$ cat config.mk
export PLATFORM = sky130hd
export DESIGN_NAME = time_word_decoder
export DESIGN_NICKNAME = d
export VERILOG_FILES = /design/src/rtl/time_word_decoder.sv
export SDC_FILE = /design/constraint.sdc
export NUM_CORES = 1
export LEC_CHECK = 0
export ABC_CLOCK_PERIOD_IN_PS = 7400
export CAP_MARGIN = 15
export CORE_ASPECT_RATIO = 1.1
export CORE_MARGIN = 4
export CORE_UTILIZATION = 62
export CTS_CLUSTER_DIAMETER = 30
export CTS_CLUSTER_SIZE = 16
export DETAILED_ROUTE_END_ITERATION = 6
export GPL_ROUTABILITY_DRIVEN = 0
export MAX_ROUTING_LAYER = met4
export PLACE_DENSITY_LB_ADDON = 0.12
export SLEW_MARGIN = 20
export SYNTH_ARGS = -nofsm -noshare
export SYNTH_HDL_FRONTEND = slang
export SYNTH_SLANG_ARGS = --single-unit
$ cat constraint.sdc
create_clock -name clk -period 7.4 [get_ports clk]
set_clock_uncertainty 0.15 [all_clocks]
set_input_delay 1.48 -clock clk [delete_from_list [all_inputs] [get_ports clk]]
set_output_delay 1.48 -clock clk [all_outputs]
set_load 0.01 [all_outputs]
$ cat src/rtl/time_word_decoder.sv
// time_word_decoder
// Reads one packed BCD time word per handshake and decodes it, one digit per
// cycle, into binary hours/minutes/seconds and seconds-of-day. Any malformed
// field produces err=1 with all-zero result values.
//
// Handshake contract (both sides): a transfer happens on a rising clk edge
// where valid and ready are both high. in_ready is high only in IDLE. Once
// out_valid rises, it and every result output stay stable until the edge
// that sees out_ready=1.
module time_word_decoder #(
  parameter int CHECK_SEP = 1,
  parameter int MAX_HR    = 23
) (
  input  logic        clk,
  input  logic        rst,
  input  logic        in_valid,
  output logic        in_ready,
  input  logic [31:0] time_data,
  output logic        out_valid,
  input  logic        out_ready,
  output logic [4:0]  hr,
  output logic [5:0]  min,
  output logic [5:0]  sec,
  output logic [16:0] sod,
  output logic        err,
  output logic [1:0]  dbg_state
);

  typedef enum logic [1:0] {
    S_IDLE    = 2'd0,
    S_DECODE  = 2'd1,
    S_COMBINE = 2'd2,
    S_DONE    = 2'd3
  } state_t;

  state_t      r_state;
  state_t      w_next;

  logic [31:0] r_shadow;
  logic [2:0]  r_step;
  logic [7:0]  r_hr_acc;
  logic [7:0]  r_min_acc;
  logic [7:0]  r_sec_acc;
  logic        r_err_acc;

  logic        r_out_valid;
  logic [4:0]  r_hr;
  logic [5:0]  r_min;
  logic [5:0]  r_sec;
  logic [16:0] r_sod;
  logic        r_err;

  logic [3:0]  w_nib;
  logic [3:0]  w_limit;
  logic [7:0]  w_x10;
  logic [7:0]  w_add;
  logic        w_digit_bad;
  logic        w_sep_bad;
  logic        w_err_final;
  logic [16:0] w_sod;

  // State register; reset aborts any decode in flight.
  always_ff @(posedge clk or negedge rst) begin
    if (!rst) r_state <= S_IDLE;
    else      r_state <= w_next;
  end

  // Next-state logic for IDLE -> DECODE(6) -> COMBINE -> DONE -> IDLE.
  always_comb begin
    w_next = r_state;
    case (r_state)
      S_IDLE:    if (in_valid) w_next = S_DECODE;
      S_DECODE:  if (r_step == 3'd5) w_next = S_COMBINE;
      S_COMBINE: w_next = S_DONE;
      S_DONE:    if (out_ready) w_next = S_IDLE;
      default:   w_next = S_IDLE;
    endcase
  end

  // Digit selection and per-digit checks for the current decode step.
  // Even steps are tens digits, odd steps are units digits.
  always_comb begin
    w_nib   = 4'd0;
    w_limit = 4'd9;
    case (r_step)
      3'd0:    begin w_nib = r_shadow[31:28]; w_limit = 4'd2; end
      3'd1:    begin w_nib = r_shadow[27:24]; w_limit = 4'd9; end
      3'd2:    begin w_nib = r_shadow[19:16]; w_limit = 4'd5; end
      3'd3:    begin w_nib = r_shadow[15:12]; w_limit = 4'd9; end
      3'd4:    begin w_nib = r_shadow[7:4];   w_limit = 4'd5; end
      default: begin w_nib = r_shadow[3:0];   w_limit = 4'd9; end
    endcase
    w_x10       = ({4'd0, w_nib} << 3) + ({4'd0, w_nib} << 1);
    w_add       = r_step[0] ? {4'd0, w_nib} : w_x10;
    w_digit_bad = (w_nib > w_limit);
    w_sep_bad   = (CHECK_SEP != 0) && (r_step == 3'd0) &&
                  ((r_shadow[23:20] != 4'hF) || (r_shadow[11:8] != 4'hF));
  end

  // Final range check and seconds-of-day from the accumulated fields.
  always_comb begin
    w_err_final = r_err_acc || (r_hr_acc > 8'(MAX_HR));
    w_sod       = ({9'd0, r_hr_acc} * 17'd3600) + ({9'd0, r_min_acc} * 17'd60) +
                  {9'd0, r_sec_acc};
  end

  // Shadow capture and digit accumulation.
  always_ff @(posedge clk or negedge rst) begin
    if (!rst) begin
      r_shadow  <= 32'd0;
      r_step    <= 3'd0;
      r_hr_acc  <= 8'd0;
      r_min_acc <= 8'd0;
      r_sec_acc <= 8'd0;
      r_err_acc <= 1'b0;
    end else begin
      case (r_state)
        S_IDLE: begin
          if (in_valid) begin
            r_shadow  <= time_data;
            r_step    <= 3'd0;
            r_hr_acc  <= 8'd0;
            r_min_acc <= 8'd0;
            r_sec_acc <= 8'd0;
            r_err_acc <= 1'b0;
          end
        end
        S_DECODE: begin
          r_step <= r_step + 3'd1;
          case (r_step[2:1])
            2'd0:    r_hr_acc  <= r_hr_acc + w_add;
            2'd1:    r_min_acc <= r_min_acc + w_add;
            default: r_sec_acc <= r_sec_acc + w_add;
          endcase
          if (w_digit_bad || w_sep_bad) r_err_acc <= 1'b1;
        end
        default: ;
      endcase
    end
  end

  // Result registers: loaded only in COMBINE, out_valid dropped by the result handshake.
  always_ff @(posedge clk or negedge rst) begin
    if (!rst) begin
      r_out_valid <= 1'b0;
      r_hr        <= 5'd0;
      r_min       <= 6'd0;
      r_sec       <= 6'd0;
      r_sod       <= 17'd0;
      r_err       <= 1'b0;
    end else begin
      if (r_state == S_COMBINE) begin
        r_out_valid <= 1'b1;
        r_err       <= w_err_final;
        if (w_err_final) begin
          r_hr  <= 5'd0;
          r_min <= 6'd0;
          r_sec <= 6'd0;
          r_sod <= 17'd0;
        end else begin
          r_hr  <= r_hr_acc[4:0];
          r_min <= r_min_acc[5:0];
          r_sec <= r_sec_acc[5:0];
          r_sod <= w_sod;
        end
      end else if ((r_state == S_DONE) && out_ready) begin
        r_out_valid <= 1'b0;
      end
    end
  end

  assign in_ready  = (r_state == S_IDLE);
  assign out_valid = r_out_valid;
  assign hr        = r_hr;
  assign min       = r_min;
  assign sec       = r_sec;
  assign sod       = r_sod;
  assign err       = r_err;
  assign dbg_state = r_state;

endmodule

Yosys cells after proc, flatten, opt, wreduce, memory -nomap -nowiden
Cells that the tools add are included.
{"block": "classes", "multipliers": 2, "mux": 25, "eq_ne": 18, "n_lt_le_gt_ge": 2, "n_reduce_logical": 19, "addsub": 7}
{"cell": "one-hot mux 8 bit (2 select lines)", "n": 3}
{"cell": "2-to-1 mux 8 bit", "n": 5}
{"cell": "adder 8 bit", "n": 3}
{"cell": "one-hot mux 4 bit (5 select lines)", "n": 1}
{"cell": "adder 17 x 14 -> 17 bit", "n": 1}
{"cell": "adder 17 x 8 -> 17 bit", "n": 1}
{"cell": "2-to-1 mux 17 bit", "n": 1}
{"cell": "AND reduction 3 bit", "n": 5}
{"cell": "multiplier 8 x 8 -> 13 bit (second input constant)", "n": 1}
{"cell": "multiplier 8 x 4 -> 12 bit (second input constant)", "n": 1}
{"cell": "2-to-1 mux 6 bit", "n": 2}
{"cell": "!= test 2 bit (second input constant)", "n": 5}
{"cell": "adder 7 x 5 -> 8 bit", "n": 1}
{"cell": "greater-than comparator 8 x 5 -> 1 bit (second input constant)", "n": 1}
{"cell": "!= test 4 bit (second input constant)", "n": 2}
{"cell": "one-hot mux 2 bit (4 select lines)", "n": 1}
{"cell": "one-hot mux 4 bit (2 select lines)", "n": 1}
{"cell": "equality test 3 x 2 -> 1 bit (second input constant)", "n": 2}
{"cell": "equality test 3 bit (second input constant)", "n": 2}
{"cell": "2-to-1 mux 2 bit", "n": 3}
{"cell": "one-hot mux 3 bit (2 select lines)", "n": 1}
{"cell": "2-to-1 mux 5 bit", "n": 1}
{"cell": "equality test 2 x 1 -> 1 bit (second input constant)", "n": 2}
{"cell": "equality test 2 bit (second input constant)", "n": 2}
{"cell": "other kinds (14)", "n": 25}
{"block": "word_totals", "ff_bits": 98, "output_inout_bits": 39, "word_cells": 86}

Depth between registers and ports, before layout
{"block": "logic_depth", "word_depth": 7, "mapped_depth": 21, "ltp_nobuf": 21}

Least setup slack after synthesis
OpenSTA, ideal clock, no wires.
{"block": "synth_timing", "kind": "register to register", "from": "register r_min_acc[1]", "to": "register r_sod[13], in the netlist sod[13]", "slack_ps": 2559, "arrival_ps": 4570, "required_ps": 7128, "setup_ps": 122, "period_less_slack_ps": 4841, "path_stages_with_launch": 21, "cell_sequence": "dfrtp_1 -> inv_1 -> fa_1 -> fa_1 -> inv_1 -> ha_1 -> nor2b_1 -> o21ai_0 -> nand2b_1 -> a21o_1 -> nand2_1 -> nor2b_1 -> xnor2_1 -> ha_1 -> ha_1 -> and3_1 -> a21o_1 -> a31oi_1 -> o21ai_0 -> or3_1 -> a32o_1"}
{"block": "synth_via", "elab_chain_len": 4}
{"element": "from (decl)", "line": "42", "source": "logic [7:0] r_min_acc;"}
{"element": "from (signal assigned)", "line": "132", "source": "2'd1: r_min_acc <= r_min_acc + w_add;"}
{"element": "multiplier 8 x 4 -> 12 bit", "line": "103", "source": "w_sod = ({9'd0, r_hr_acc} * 17'd3600) + ({9'd0, r_min_acc} * 17'd60) +"}
{"element": "adder 17 x 14 -> 17 bit", "line": "103"}
{"element": "adder 17 x 8 -> 17 bit", "line": "103"}
{"element": "2-to-1 mux 17 bit", "line": "155", "source": "if (w_err_final) begin"}
{"element": "to (signal assigned)", "line": "164", "source": "r_sod <= w_sod;"}
{"element": "to (decl)", "line": "50", "source": "logic [16:0] r_sod;"}
Every way passes these cells.
A chain may end at the register's enable or synchronous reset.

Worst setup path after layout
{"block": "layout_timing", "from": "register r_min_acc[3]", "to": "register r_sod[13], in the netlist sod[13]"}
The elaborated chain is that of the path after synthesis.

==> summary.md <==
| Metric | Value |
|---|---|
| Worst-path cell chain | `inv_1 > fa_1 > fa_1 > inv_1 > ha_1 > nor2b_1 > o21ai_0 > nand2b_1 > a21o_1 > nand2_1 > nor2b_1 > xnor2_1 > ha_1 > ha_1 > a21oi_1 > nand2_1 > a21o_1 > a31oi_1 > o21ai_0 > or3_1 > a32o_1` |
| Leading cell types by total area after synthesis | `sky130_fd_sc_hd__dfrtp_1 34%, sky130_fd_sc_hd__ha_1 17%, sky130_fd_sc_hd__fa_1 8.0%, sky130_fd_sc_hd__mux2_2 5.5%, sky130_fd_sc_hd__a22o_1 4.0%` |
| Most used cell along the critical path | `sky130_fd_sc_hd__ha_1` |
| CP Data Required Time | `~7.5 ns` |
| Worst path max stage delay | `0.53 ns` |
| Remaining max-slew budget at the tightest pin | `a little under half` |
| Kind of cell adding the most delay to the critical path | `adder cells` |
| Sort of element at the end of the critical path | `flop` |
| Area Growth Syn to Fin | `16.42%` |
| Worst path arrival time | `~5.3 ns` |
| Post-CTS resize count | `0` |
| Vert. Die Dim | `approximately 120 um` |
| RSZ-0062 raised after global routing | `no` |
| Area of the core | `around 0.011 mm^2` |
| Bufs and invs on worst path | `2` |
| Number of nets in the finished design | `~900` |
| Grt total ovfl | `0` |
| Final total negative setup slack | `0 ns` |
| Post-CTS Repair Setup Buffers | `0` |
| Cell count after synthesis | `651` |
| Clock buffer depth | `2` |
| Number of enable-type register cells in the synthesized netlist | `0` |
| Prevailing post-synth register cell | `sky130_fd_sc_hd__dfrtp_1` |
| Fraction of final layout cells sized beyond drive strength 1 | `9.191%` |
| Highest-utilization routing layer at the global route stage | `met2` |
| Global-route met2 utilization | `approximately two fifths` |
| CTS Hold Buffers Added | `0` |
| Port Buf Inserts | `74` |
| Hpwl dp | `approximately 12,000 um` |
| Synthesized area per cell | `10.70 um^2` |
| Reg clk slew, reported paths | `0.07 ns` |
| Nets in the synthesized netlist | `approximately 800` |
| Outcome | `finished clean` |
| Type of the setup path with the least slack | `reg -> reg` |
| Sequential fraction of the synthesis area | `around a third` |
| Final Util | `roughly 74%` |
| Peak clock frequency supported by timing | `193.5 MHz` |
| Layout fillers | `765` |
| Max-slew violation count | `0` |
| Library cell with the highest instance count after synthesis | `sky130_fd_sc_hd__ha_1` |
| Max Fanout on Critical Path | `5` |
| Slowest stage cell, crit path | `sky130_fd_sc_hd__fa_1` |
| Vias | `slightly above 5,000` |
| Yosys warning total | `0` |
| Via-per-instance ratio | `a little under 6` |
| H-tree depth reported by CTS | `3` |
| Share of synthesized registers carrying an async set or reset | `100.0%` |
| Floorplan die width | `roughly 110 um` |
| Wire length per cell after detailed routing | `17.20 um` |
| Number of CTS-inserted buffers | `9` |
| Row cnt | `40` |
| DRC violation count after routing | `0` |
| Total standard cell area after synthesis | `about 0.007 mm^2` |
| Clock tree root buffer cell | `sky130_fd_sc_hd__clkbuf_16` |
| TritonCTS sink count | `96` |
| Final critical-path share of the clock period | `around 70%` |
| Final number of setup-violating endpoints | `0` |
| Antenna violations before repair | `0` |
| Met1 capacity usage during global routing | `31.76%` |
| Transition time at the pin with the least slew margin | `around 0.81 ns` |
| I/O pin count | `between 70 and 80` |
| Clock tree from TritonCTS | `yes` |
| Pin count of the biggest net entering global routing | `56` |
| Number of distinct standard cells referenced by the synthesized netlist | `between 50 and 60` |
| GR met3 Demand/Resource | `slightly above 4%` |
| Starting Density | `between 60% and 70%` |
| Worst Hold Margin | `about 0.34 ns` |
| Startpoint Class | `flop` |
| Drt total wl | `between 15,000 and 20,000 um` |
| Worst-Skew Late Latency | `0.35 ns` |
| HP Class | `reg -> reg` |
| Area of the die | `about 0.013 mm^2` |
| Hold Fails Final Rpt | `0` |
| Leading area contributor after synthesis | `sky130_fd_sc_hd__dfrtp_1` |
| Diodes inserted | `0` |
| Wire length of the first global-routing pass | `around 25,000 um` |
| Gr usage total | `between 20% and 30%` |
| Detailed-router iteration count before antenna repair | `5` |
| Fraction of synthesized cell area taken by the top area cell type | `roughly 34%` |
| Post-route minimum period | `5.168 ns` |
| Count of routing violations after the opening detailed-route iteration | `332` |
| Number of nets with antenna violations after routing | `0` |
| Post-synthesis sequential element count | `96` |
| Commonest cells in the synthesized netlist | `97 x sky130_fd_sc_hd__ha_1, 96 x sky130_fd_sc_hd__dfrtp_1, 59 x sky130_fd_sc_hd__inv_1, 38 x sky130_fd_sc_hd__nand2_1, 35 x sky130_fd_sc_hd__o21ai_0` |
| Number of max-cap violations | `0` |
| Number of global-route vias before repair | `5,347` |
## logic make-up (layout without fill, tap and decap cells)
group / count (synthesis) / count (layout) / synth area share [%]
AOI/OAI and AO/OA: 155 / 155 / 15.04
adders and majority gates: 125 / 125 / 25.47
and+or+nand+nor: 112 / 112 / 8.173
DFF: 96 / 96 / 34.49
buffers and inverters: 75 / 153 / 4.437
xor gates and xnor gates: 48 / 48 / 6.036
muxes: 40 / 40 / 6.359
## cells in the final DEF, fill, tap and decap left out, types with 9 or more instances in the layout
cell type and instances:
sky130_fd_sc_hd__mux2_2 34, sky130_fd_sc_hd__nor2_1 16, sky130_fd_sc_hd__a21oi_1 32, sky130_fd_sc_hd__nand2_1 38, sky130_fd_sc_hd__xnor2_1 27, sky130_fd_sc_hd__clkbuf_16 9, sky130_fd_sc_hd__clkdlybuf4s50_1 73, sky130_fd_sc_hd__a21o_1 15
sky130_fd_sc_hd__fa_1 28, sky130_fd_sc_hd__a22o_1 32, sky130_fd_sc_hd__ha_1 97, sky130_fd_sc_hd__dfrtp_1 96, sky130_fd_sc_hd__xor2_1 21, sky130_fd_sc_hd__o21ai_0 35, sky130_fd_sc_hd__inv_1 59, sky130_fd_sc_hd__nor2b_1 11
## worst register-to-register path, stage by stage (launching register included)
cell	delay, ns
sky130_fd_sc_hd__dfrtp_1	0.46
sky130_fd_sc_hd__inv_1	0.19
sky130_fd_sc_hd__fa_1	0.47
sky130_fd_sc_hd__fa_1	0.53
sky130_fd_sc_hd__inv_1	0.05
sky130_fd_sc_hd__ha_1	0.32
sky130_fd_sc_hd__nor2b_1	0.14
sky130_fd_sc_hd__o21ai_0	0.15
sky130_fd_sc_hd__nand2b_1	0.10
sky130_fd_sc_hd__a21o_1	0.18
sky130_fd_sc_hd__nand2_1	0.08
sky130_fd_sc_hd__nor2b_1	0.16
sky130_fd_sc_hd__xnor2_1	0.13
sky130_fd_sc_hd__ha_1	0.25
sky130_fd_sc_hd__ha_1	0.35
sky130_fd_sc_hd__a21oi_1	0.16
sky130_fd_sc_hd__nand2_1	0.08
sky130_fd_sc_hd__a21o_1	0.15
sky130_fd_sc_hd__a31oi_1	0.26
sky130_fd_sc_hd__o21ai_0	0.15
sky130_fd_sc_hd__or3_1	0.32
sky130_fd_sc_hd__a32o_1	0.24
## stage by stage
stage | instances | setup slack, ns | instance area [um^2]
after floorplan | 651 | 2.559 | 6965
after global placement | 860 | 2.366 | 7826
after detailed placement | 860 | 2.231 | 7826
after CTS | 876 | 2.209 | 8108
after global routing | 876 | 1.841 | 8109
final | 876 | 2.232 | 8109
## state kept, by name, indices dropped and copies added, names as in the netlist
signal / flops
r_shadow: 32
r_sec_acc: 8
r_min_acc: 8
out_valid: 1
r_err_acc: 1
err: 1
sod: 15
r_hr_acc: 8
hr: 5
min: 6
sec: 6
dbg_state: 2
r_step: 3
## cell type report
class	count	area (um^2)	share of cell area, %
clock inverter	6	52.55	0.6480
tap	147	183.9	2.268
clock buffer	10	229.0	2.824
inverter	60	225.2	2.777
timing repair buffer	77	760.7	9.381
multi-input combinational	480	4255	52.48
sequential	96	2402	29.62
## final timing paths
path	start	slack [ns]	cells after the start	end
setup / recovery	r_min_acc[3]	2.23	21	sod[13]
hold / removal	sod[13]	0.34	1	sod[13]
setup reg to reg	r_min_acc[3]	2.23	21	sod[13]
hold reg to reg	sod[13]	0.34	1	sod[13]
max in group asynchronous	rst	5.06	2	min[4]
min in group asynchronous	rst	0.95	1	sod[14]
## routing by layer
layer	up-vias	share of wire (%)
met2	129	50
li1	2455	-
met4	0	3.2
met1	2510	42
met5	-	0
met3	29	4.9
Power is not shown: default switching activity piles up to over one toggle a cycle in this logic, so the estimate is an artifact.
